==> src/rtl/motion_engine.sv <==
// Per-frame physics stepper for N_OBJ objects: gravity, map-probed wall collisions and screen bounds.
// Zero-wait map: 4 cycles per enabled object, 1 per disabled, plus DONE; cmd_ready only in IDLE, probes wait on map_ack.
module motion_engine #(
    parameter int IDW     = 2,
    parameter int XW      = 10,
    parameter int YW      = 9,
    parameter int VW      = 6,
    parameter int GRAVITY = 1,
    parameter int VY_MAX  = 15,
    parameter int X_MAX   = 639,
    parameter int Y_MAX   = 479
) (
    input  logic                     clk,
    input  logic                     rstn,
    input  logic                     frame_tick,
    input  logic                     cmd_valid,
    output logic                     cmd_ready,
    input  logic [1:0]               cmd_op,
    input  logic [IDW-1:0]           cmd_id,
    input  logic [XW-1:0]            cmd_x,
    input  logic [YW-1:0]            cmd_y,
    input  logic [VW-1:0]            cmd_vx,
    input  logic [VW-1:0]            cmd_vy,
    input  logic                     cmd_grav,
    output logic                     map_req,
    output logic [XW-1:0]            map_x,
    output logic [YW-1:0]            map_y,
    input  logic                     map_ack,
    input  logic                     map_solid,
    output logic [(1<<IDW)-1:0]      obj_en,
    output logic [(1<<IDW)*XW-1:0]   obj_x,
    output logic [(1<<IDW)*YW-1:0]   obj_y,
    output logic                     busy,
    output logic                     done,
    output logic                     hit_pulse,
    output logic [IDW-1:0]           hit_id,
    output logic [XW-1:0]            hit_x,
    output logic [YW-1:0]            hit_y,
    output logic                     overrun
);

    localparam int N_OBJ = 1 << IDW;

    typedef enum logic [2:0] {
        S_IDLE, S_LOAD, S_PROBE_X, S_PROBE_Y, S_COMMIT, S_DONE
    } state_t;

    state_t             state_q;
    logic [IDW-1:0]     idx_q;
    logic [N_OBJ-1:0]   en_q, grav_q;
    logic [XW-1:0]      x_q  [N_OBJ];
    logic [YW-1:0]      y_q  [N_OBJ];
    logic [VW-1:0]      vx_q [N_OBJ];
    logic [VW-1:0]      vy_q [N_OBJ];

    // Working copy of the object being stepped; written back only at COMMIT.
    logic [XW-1:0]      wx_q;
    logic [YW-1:0]      wy_q;
    logic [VW-1:0]      wvx_q, wvy_q;
    logic               wen_q, wgrav_q, vy_zero_q;

    logic               pending_q, overrun_q, busy_q, done_q, hit_pulse_q, map_req_q;
    logic [XW-1:0]      map_x_q, hit_x_q;
    logic [YW-1:0]      map_y_q, hit_y_q;
    logic [IDW-1:0]     hit_id_q;

    function automatic logic signed [XW:0] step_x(input logic [XW-1:0] p, input logic [VW-1:0] v);
        return $signed({1'b0, p}) + $signed({{(XW+1-VW){v[VW-1]}}, v});
    endfunction

    function automatic logic signed [YW:0] step_y(input logic [YW-1:0] p, input logic [VW-1:0] v);
        return $signed({1'b0, p}) + $signed({{(YW+1-VW){v[VW-1]}}, v});
    endfunction

    function automatic logic oob_x(input logic signed [XW:0] c);
        return c[XW] || (c > (XW+1)'(X_MAX));
    endfunction

    function automatic logic oob_y(input logic signed [YW:0] c);
        return c[YW] || (c > (YW+1)'(Y_MAX));
    endfunction

    function automatic logic [XW-1:0] clamp_x(input logic signed [XW:0] c);
        return c[XW] ? '0 : ((c > (XW+1)'(X_MAX)) ? XW'(X_MAX) : c[XW-1:0]);
    endfunction

    function automatic logic [YW-1:0] clamp_y(input logic signed [YW:0] c);
        return c[YW] ? '0 : ((c > (YW+1)'(Y_MAX)) ? YW'(Y_MAX) : c[YW-1:0]);
    endfunction

    logic signed [XW:0] ld_cx, px_cx;
    logic signed [YW:0] cy;
    logic               px_oob, py_oob, px_res, py_res, px_solid, py_solid, last_obj;
    logic [XW-1:0]      x_post;
    logic signed [VW:0] vy_inc;
    logic [VW-1:0]      vy_next;

    always_comb begin
        ld_cx    = step_x(x_q[idx_q], vx_q[idx_q]);
        px_cx    = step_x(wx_q, wvx_q);
        cy       = step_y(wy_q, wvy_q);
        px_oob   = oob_x(px_cx);
        py_oob   = oob_y(cy);
        // Out-of-range candidates resolve as solid without a map transaction.
        px_res   = px_oob || (map_req_q && map_ack);
        py_res   = py_oob || (map_req_q && map_ack);
        px_solid = px_oob || map_solid;
        py_solid = py_oob || map_solid;
        x_post   = px_solid ? wx_q : px_cx[XW-1:0];
        vy_inc   = $signed({wvy_q[VW-1], wvy_q}) + (VW+1)'(GRAVITY);
        vy_next  = (vy_inc > (VW+1)'(VY_MAX)) ? VW'(VY_MAX) : vy_inc[VW-1:0];
        last_obj = (idx_q == IDW'(N_OBJ - 1));
    end

    always_ff @(posedge clk or negedge rstn) begin
        if (!rstn) begin
            state_q     <= S_IDLE;
            idx_q       <= '0;
            en_q        <= '0;
            grav_q      <= '0;
            for (int i = 0; i < N_OBJ; i++) begin
                x_q[i]  <= '0;
                y_q[i]  <= '0;
                vx_q[i] <= '0;
                vy_q[i] <= '0;
            end
            wx_q        <= '0;
            wy_q        <= '0;
            wvx_q       <= '0;
            wvy_q       <= '0;
            wen_q       <= 1'b0;
            wgrav_q     <= 1'b0;
            vy_zero_q   <= 1'b0;
            pending_q   <= 1'b0;
            overrun_q   <= 1'b0;
            busy_q      <= 1'b0;
            done_q      <= 1'b0;
            hit_pulse_q <= 1'b0;
            map_req_q   <= 1'b0;
            map_x_q     <= '0;
            map_y_q     <= '0;
            hit_id_q    <= '0;
            hit_x_q     <= '0;
            hit_y_q     <= '0;
        end else begin
            done_q      <= 1'b0;
            hit_pulse_q <= 1'b0;
            if (frame_tick && state_q != S_IDLE) begin
                if (pending_q) overrun_q <= 1'b1;
                else           pending_q <= 1'b1;
            end

            case (state_q)
                S_IDLE: begin
                    if (cmd_valid) begin
                        case (cmd_op)
                            2'b00: begin
                                en_q[cmd_id]   <= 1'b1;
                                grav_q[cmd_id] <= cmd_grav;
                                x_q[cmd_id]    <= cmd_x;
                                y_q[cmd_id]    <= cmd_y;
                                vx_q[cmd_id]   <= cmd_vx;
                                vy_q[cmd_id]   <= cmd_vy;
                            end
                            2'b01:   vx_q[cmd_id] <= cmd_vx;
                            2'b10:   vy_q[cmd_id] <= cmd_vy;
                            default: en_q[cmd_id] <= 1'b0;
                        endcase
                    end
                    if (frame_tick || pending_q) begin
                        state_q   <= S_LOAD;
                        idx_q     <= '0;
                        pending_q <= 1'b0;
                        busy_q    <= 1'b1;
                    end
                end

                S_LOAD: begin
                    wx_q      <= x_q[idx_q];
                    wy_q      <= y_q[idx_q];
                    wvx_q     <= vx_q[idx_q];
                    wvy_q     <= vy_q[idx_q];
                    wen_q     <= en_q[idx_q];
                    wgrav_q   <= grav_q[idx_q];
                    vy_zero_q <= 1'b0;
                    if (!en_q[idx_q]) begin
                        if (last_obj) begin
                            state_q <= S_DONE;
                            done_q  <= 1'b1;
                        end else begin
                            idx_q   <= idx_q + IDW'(1);
                        end
                    end else begin
                        state_q   <= S_PROBE_X;
                        map_req_q <= !oob_x(ld_cx);
                        map_x_q   <= ld_cx[XW-1:0];
                        map_y_q   <= y_q[idx_q];
                    end
                end

                S_PROBE_X: begin
                    if (px_res) begin
                        if (px_solid && !wgrav_q) begin
                            wen_q       <= 1'b0;
                            hit_pulse_q <= 1'b1;
                            hit_id_q    <= idx_q;
                            hit_x_q     <= clamp_x(px_cx);
                            hit_y_q     <= wy_q;
                            map_req_q   <= 1'b0;
                            state_q     <= S_COMMIT;
                        end else begin
                            if (px_solid) wvx_q <= '0;
                            else          wx_q  <= px_cx[XW-1:0];
                            // Y probe is issued back-to-back from the post-X position.
                            map_req_q <= !py_oob;
                            map_x_q   <= x_post;
                            map_y_q   <= cy[YW-1:0];
                            state_q   <= S_PROBE_Y;
                        end
                    end
                end

                S_PROBE_Y: begin
                    if (py_res) begin
                        map_req_q <= 1'b0;
                        state_q   <= S_COMMIT;
                        if (!py_solid) begin
                            wy_q <= cy[YW-1:0];
                        end else if (wgrav_q) begin
                            wvy_q     <= '0;
                            vy_zero_q <= 1'b1;
                        end else begin
                            wen_q       <= 1'b0;
                            hit_pulse_q <= 1'b1;
                            hit_id_q    <= idx_q;
                            hit_x_q     <= wx_q;
                            hit_y_q     <= clamp_y(cy);
                        end
                    end
                end

                S_COMMIT: begin
                    x_q[idx_q]  <= wx_q;
                    y_q[idx_q]  <= wy_q;
                    vx_q[idx_q] <= wvx_q;
                    vy_q[idx_q] <= (wgrav_q && wen_q && !vy_zero_q) ? vy_next : wvy_q;
                    en_q[idx_q] <= wen_q;
                    if (last_obj) begin
                        state_q <= S_DONE;
                        done_q  <= 1'b1;
                    end else begin
                        idx_q   <= idx_q + IDW'(1);
                        state_q <= S_LOAD;
                    end
                end

                S_DONE: begin
                    state_q <= S_IDLE;
                    busy_q  <= 1'b0;
                end

                default: state_q <= S_IDLE;
            endcase
        end
    end

    assign cmd_ready = (state_q == S_IDLE);
    assign map_req   = map_req_q;
    assign map_x     = map_x_q;
    assign map_y     = map_y_q;
    assign obj_en    = en_q;
    assign busy      = busy_q;
    assign done      = done_q;
    assign hit_pulse = hit_pulse_q;
    assign hit_id    = hit_id_q;
    assign hit_x     = hit_x_q;
    assign hit_y     = hit_y_q;
    assign overrun   = overrun_q;

    for (genvar g = 0; g < N_OBJ; g++) begin : g_obj_out
        assign obj_x[g*XW +: XW] = x_q[g];
        assign obj_y[g*YW +: YW] = y_q[g];
    end

endmodule

==> config.mk <==
export PLATFORM = sky130hd
export DESIGN_NAME = motion_engine
export DESIGN_NICKNAME = d
export VERILOG_FILES = /design/src/rtl/motion_engine.sv
export SDC_FILE = /design/constraint.sdc
export NUM_CORES = 1
export LEC_CHECK = 0
export CAP_MARGIN = 20
export CORE_ASPECT_RATIO = 1.4
export CORE_UTILIZATION = 49
export CTS_BUF_LIST = sky130_fd_sc_hd__clkbuf_4
export DETAILED_ROUTE_END_ITERATION = 7
export DONT_BUFFER_PORTS = 1
export GPL_ROUTABILITY_DRIVEN = 1
export PLACE_DENSITY_LB_ADDON = 0.12
export REMOVE_ABC_BUFFERS = 1
export SLEW_MARGIN = 20
export SYNTH_ARGS = -nofsm -noshare
export SYNTH_HDL_FRONTEND = slang
export SYNTH_SLANG_ARGS = --single-unit
==> constraint.sdc <==
create_clock -name clk -period 4 [get_ports clk]
set_input_delay 0.8 -clock clk [delete_from_list [all_inputs] [get_ports clk]]
set_output_delay 0.8 -clock clk [all_outputs]
set_load 0.005 [all_outputs]
==> impl_results.md, run 1 <==
- Status: complete, but fails checks
- Failing checks: design-rule violations, negative hold slack
- Root Driver: clkbuf_4
- Reg2reg path depth: 10
- Req. time, crit path: about 4600 ps
- GRT overflow: 0
- Clock skew: about 48 ps
- Die Ht: about 190 um
- Peak VDD IR: approximately 0.39 mV
- Clk pwr share: roughly 15%
- Routed wire length: a little over 40000 um
- Placed Area: ~13000 um2
- CP max-delay cell: dfrtp_1
- First-pass GRT wire length: 62600 um
- Critical Path Max Stage Delay: 480 ps
- Asr flop ratio synth: 100%
- Routed met2 length: just under 20000 um
- Vias/cell: between 6 and 7
- PD cells: 907 nW/um2
- Seq cells post-synth: roughly 220
- CP Buf/Inv Count: 0
- Crit path max fanout: 11
- Fin cells: approximately 1700
- Sw Pwr: 5720 uW
- Number of enable flip-flop cells after synthesis: 0
- Leak: slightly above 0.006 uW
- Routed wl met3: between 4000 and 5000 um
- CTS tree: yes
- Utilization after layout: a little over half
- Die area: 26600 um2
- Type of origin of the critical path: register
- Clock Tree Buf Depth: 3
- Tcrit/Tclk final: roughly nine tenths
- Design Area, Final: around 14000 um2
- Min Tclk post-route: approximately 3600 ps
- Final setup fails: 0
- Top Metal Used: met4
- Area grow syn2layout: 9.30%
- Relative slew slack: 28.8%
- Starting Density: between 40% and 50%
- Top cells by area, synth: dfrtp_1, a22oi_1, o21ai_0
- Buffers on Ports: 0
- Flop pwr share: 34.3%
- List of most frequent post-synthesis cells: dfrtp_1, nand2_1, o21ai_0
- Cells along the critical path: ha_1, fa_1, a211oi_2, o211ai_1, a2111oi_0, or3b_4, or2_1, nor2_1, a311o_1, mux2_1
- Clk_lat worst skew: ~730 ps
- Ports: 168
- Min-Delay Path Class: in2async
- Crit path DAT: about 4200 ps
- Via count: approximately 11000
- Leading area contributor after synthesis: dfrtp_1
- Synth Flop Type: dfrtp_1
- Cells after DPL: approximately 1600
- Die width: around 140 um
- Initial DRC count: 852
- Layout Nets: between 1000 and 1500
- Share of cells above drive strength 1: between 10% and 20%
- Hold slack: -234 ps
- Final HPWL DP: 27500 um
- WL per Instance: about 24 um
- Top-area cell type share of the netlist area: between 40% and 50%
- Syn avg cell area: roughly 9.7 um2
- First-pass DRT Iterations: 8
- Sequential area share after synthesis: between 40% and 50%
- Post-route ant nets: 0
- Slew Limit Fails: 0
- Ys Warns: 0
- Row Count: 69
- H-tree Lvls: 2
- RSZ-0062 raised after global routing: false
- Vias in the first global route: 10800
- Core ar.: 25500 um2
- Final RePlAce weighted congestion: just under 0.9
- # Max-Cap Violations: 0
- Peak Freq: between 0.2 and 0.3 GHz
- WP depth: 10
- Combinational Power Share: 50.7%
- Int Pwr: ~7000 uW
- Cts bufs inserted: 55
- Clock slew at reported path FFs: approximately 80 ps
- Top delay family on crit path: compound AO/OA/AOI/OAI gates
- Switching share of power: around 45%
- Initial antenna violation count: 1
- CP endpoint kind: register
- Pwr Total: 12600 uW
- Synthesized area: approximately 13000 um2
- Post-Syn Instances: about 1300
- Most common cell in the synthesized netlist: dfrtp_1
- Total GRT Usage: between 30 and 40%
- Fin. Hold Viols: 217
- Kind of critical path: reg2reg
- Met1 wire length: ~16000 um
- Largest net degree at the start of global routing: 218
- Worst-Margin Slew: roughly 1100 ps
- CTS sink count: roughly 220
- Netlist cell types: 85
- # DRC: 28
what timing repair did:
item                                    in CTS  in global routing
buffers inserted                             0                  0
gates resized for setup                      0                  1
endpoints found under the setup margin       0                  4
endpoints found under the hold margin      217                217
kinds of logic after synthesis:
family | synth area share, %
adder cells (fa/ha/maj) | 4.29
multiplexers | 10.3
XOR/XNOR | 1.59
buffers and inverters | 4.10
AO/OA/AOI/OAI | 25.0
AND/OR/NAND/NOR | 11.9
flip-flops | 42.7
registers in the layout, summed over array words and instances (netlist names), 9 cells and up, named ones only:
register,count
hit_x,10
hit_y,9
map_x,10
map_y,9
obj_x,40
obj_y,36
vx_q,24
vy_q,24
wx_q,10
wy_q,9
power by group through the flow:
stage	sequential, uW	clock [uW]	combinational, uW
6_report	4320	1890	6380
5_1_grt	4460	2040	7060
4_1_cts	4300	1940	6350
3_5_place_dp	4340	0	6310
3_3_place_gp	4310	0	6220
2_1_floorplan	4010	0	4580
final timing paths:
check / end / from / slack [ps]
worst max-delay path: map_x[7]$_DFFE_PN0P_ / wx_q[0]$_DFFE_PN0P_ / 370
worst max register to register: map_x[7]$_DFFE_PN0P_ / wx_q[0]$_DFFE_PN0P_ / 370
min in group clk: grav_q[1]$_DFFE_PN0P_ / cmd_grav / 250
max in group asynchronous: hit_x[8]$_DFFE_PN0P_ / rstn / 3720
worst min-delay path: state_q[0]$_DFFE_PN0P_ / rstn / -230
worst min register to register: vy_q[13]$_DFFE_PN0P_ / vy_q[13]$_DFFE_PN0P_ / 480
stage by stage:
step                      setup slack (ps)  hold WS (ps)  TNS (ps)
after floorplan                      -62.0           445     -1120
after global placement                 368           458         0
after detailed placement               242           468         0
after CTS                              214          -282         0
after global routing                  35.6          -283         0
final                                  374          -234         0
layout make-up:
type | count | area, um2
Clock buffer | 86 | 646
Multi-Input combinational cell | 968 | 6810
Clock inverter | 7 | 28.8
Tap cell | 319 | 399
Timing Repair Buffer | 51 | 408
Sequential cell | 217 | 5430
Inverter | 41 | 154
Antenna cell | 1 | 2.50
Fill cell | 2314 | 11600
layout by cell type (no fill, tap or decap), drive strengths merged, types with 4 or more instances in the layout:
cell and instances:
dfrtp 217, nand2 197, o21ai 186, a22oi 125, clkbuf 86, nor2 57
buf 51, a21oi 48, mux2 43, inv 40, ha 38, mux4 33
o31ai 16, xnor2 15, a21o 15, nand3 14, and3 14, nor3 13
a221o 11, nand2b 10, o211ai 9, a31oi 8, xor2 8, a32oi 8
or2 8, clkinv 8, a211oi 8, mux2i 7, o21bai 5, a41oi 5
and2 5, o21a 4, nor4 4, nor2b 4, nor3b 4
layer usage:
layer / up-vias / global-route usage [%]
met1: 5381 / 38.1
met4: 0 / 12.4
met2: 523 / 49.5
met3: 80 / 10.3
li1: 4943 / -
met5: - / 0
Power figures use the tool's default switching activity.
==> run 2: changes to the inputs <==
- TNS_END_PERCENT: not set -> 100
==> results of run 2 <==
No change in the layout: final DEF, timing and power equal those of run 1.
==> run 3: changes to the inputs <==
- clock period: 4 -> 4.2 ns (I/O delays scaled with it)
==> impl_results.md, run 3 (same netlist as run 1, synthesis figures left out) <==
- Status: complete, but fails checks
- Failing checks: design-rule violations, negative hold slack
- Resize count post-CTS: 0
- Clock slew at reported path FFs: 70 ps
- CP endpoint kind: register
- Root Driver: clkbuf_4
- WL per Instance: roughly 24 um
- CTS tree: yes
- Worst-Margin Slew: 962 ps
- Most common cell after layout, fill and taps aside: dfrtp_1
- Worst reg2reg startpoint: wx_q[0]$_DFFE_PN0P_
- Worst R2R End: wx_q[0]$_DFFE_PN0P_
- Area grow syn2layout: 8.17%
- Die width: 138 um
- Starting Density: about half
- Peak Freq: approximately 0.26 GHz
- Post-route ant nets: 0
- Share of cells above drive strength 1: between 10% and 20%
- Hold slack: -166 ps
- PD cells: 863 nW/um2
- Ports: approximately 170
- Cts bufs inserted: 54
- Crit path max fanout: 9
- Fin. Hold Viols: 217
- GRT overflow: 0
- Core ar.: 25500 um2
- Pre-CTS setup slack: about 460 ps
- Crit path DAT: between 4000 and 5000 ps
- Die area: roughly 27000 um2
- # Max-Cap Violations: 0
- Initial DRC count: approximately 1100
- Clk_lat worst skew: between 700 and 800 ps
- Layout Nets: between 1000 and 1500
- Min Tclk post-route: around 3800 ps
- Type of origin of the critical path: register
- Req. time, crit path: around 4800 ps
- Leak: about 0.0060 uW
- Routed wire length: about 40000 um
- First-pass DRT Iterations: 8
- Total GRT Usage: around 31%
- RSZ-0062 raised after global routing: false
- Tcrit/Tclk final: between 90% and 100%
- H-tree Lvls: 2
- Vias in the first global route: 11000
- Final HPWL DP: 27100 um
- Final RePlAce weighted congestion: between 0.9 and 1
- # DRC: 28
- Clock skew: 30.1 ps
- First-pass GRT wire length: about 63000 um
- Kind of critical path: reg2reg
- Slew Limit Fails: 0
- Via count: between 10000 and 15000
- Final setup fails: 0
- Row Count: slightly below 70
- Reg2reg path depth: 11
- Peak VDD IR: 0.344 mV
- Buffers on Ports: 0
- Post-route setup slack: slightly above 400 ps
- Max reg flops: 40
- Min-Delay Path Class: in2async
- Most frequent cells in the layout: dfrtp_1, nand2_1, o21ai_0
- CTS sink count: about 220
- Fin Setup TNS: 0 ps
- Clock Tree Buf Depth: 3
- R2r setup slk: 410 ps
- Initial antenna violation count: 1
- Vias/cell: 6.47
- Die Ht: ~190 um
- Relative slew slack: approximately a third
- Largest net degree at the start of global routing: roughly 220
run 3: report_power, final:
part / internal (uW) / switching (uW) / leakage (uW) / total (uW)
sequential: 3040 / 1100 / 0.00274 / 4140
combinational: 2570 / 3440 / 0.00289 / 6010
clock: 868 / 847 / 0.000380 / 1720
total: 6470 / 5390 / 0.00601 / 11900
run 3: repair_timing:
item,CTS,global route
setup buffers,0,0
endpoints found under the setup margin,0,0
endpoints found under the hold margin,217,217
run 3: worst max-delay path, cell delays in order, from the launching register on:
cell,delay (ps)
dfrtp_1,470
ha_1,290
fa_1,450
a211oi_2,250
o211ai_1,170
nand3_1,100
or3b_1,530
buf_4,250
nor2_2,290
a21oi_1,120
a211o_1,420
a221o_1,330
run 3: worst max path at each step:
| stage | start | slack [ps] | end |
|---|---|---|---|
| 6_report | wx_q[0]$_DFFE_PN0P_ | 410 | wx_q[0]$_DFFE_PN0P_ |
| 3_5_place_dp | wx_q[0]$_DFFE_PN0P_ | 460 | wx_q[1]$_DFFE_PN0P_ |
| 4_1_cts | wx_q[0]$_DFFE_PN0P_ | 450 | wx_q[0]$_DFFE_PN0P_ |
| 5_1_grt | wx_q[0]$_DFFE_PN0P_ | 160 | wx_q[0]$_DFFE_PN0P_ |
| 2_1_floorplan | wx_q[0]$_DFFE_PN0P_ | 140 | map_x[0]$_DFFE_PN0P_ |
| 3_3_place_gp | wx_q[0]$_DFFE_PN0P_ | 500 | wx_q[1]$_DFFE_PN0P_ |
run 3: through the flow:
step	total power, uW	instances	area [um2]	util (%)
after floorplan	8180	1226	12300	-
after global placement	9990	1585	13100	51.5
after detailed placement	10100	1585	13100	51.5
after CTS	11900	1669	13700	53.9
after global routing	12800	1670	13700	54.0
final	11900	1670	13700	54.0
run 3: routing by layer:
layer,vias up,track usage (%),wire length [um]
met2,520,50.4,19100
met5,-,0,0
met1,5280,39.3,16400
met3,84,8.59,3790
met4,0,12.5,1070
li1,4922,-,-
run 3: area by class of cell:
type,instances,area (um2)
diodes,1,2.50
clock buffers,82,616
clock inverters,2,7.51
fillers,2337,11700
inverters,41,154
multi-input cells,968,6800
flip-flops and latches,217,5430
well taps,319,399
repair buffers,40,325
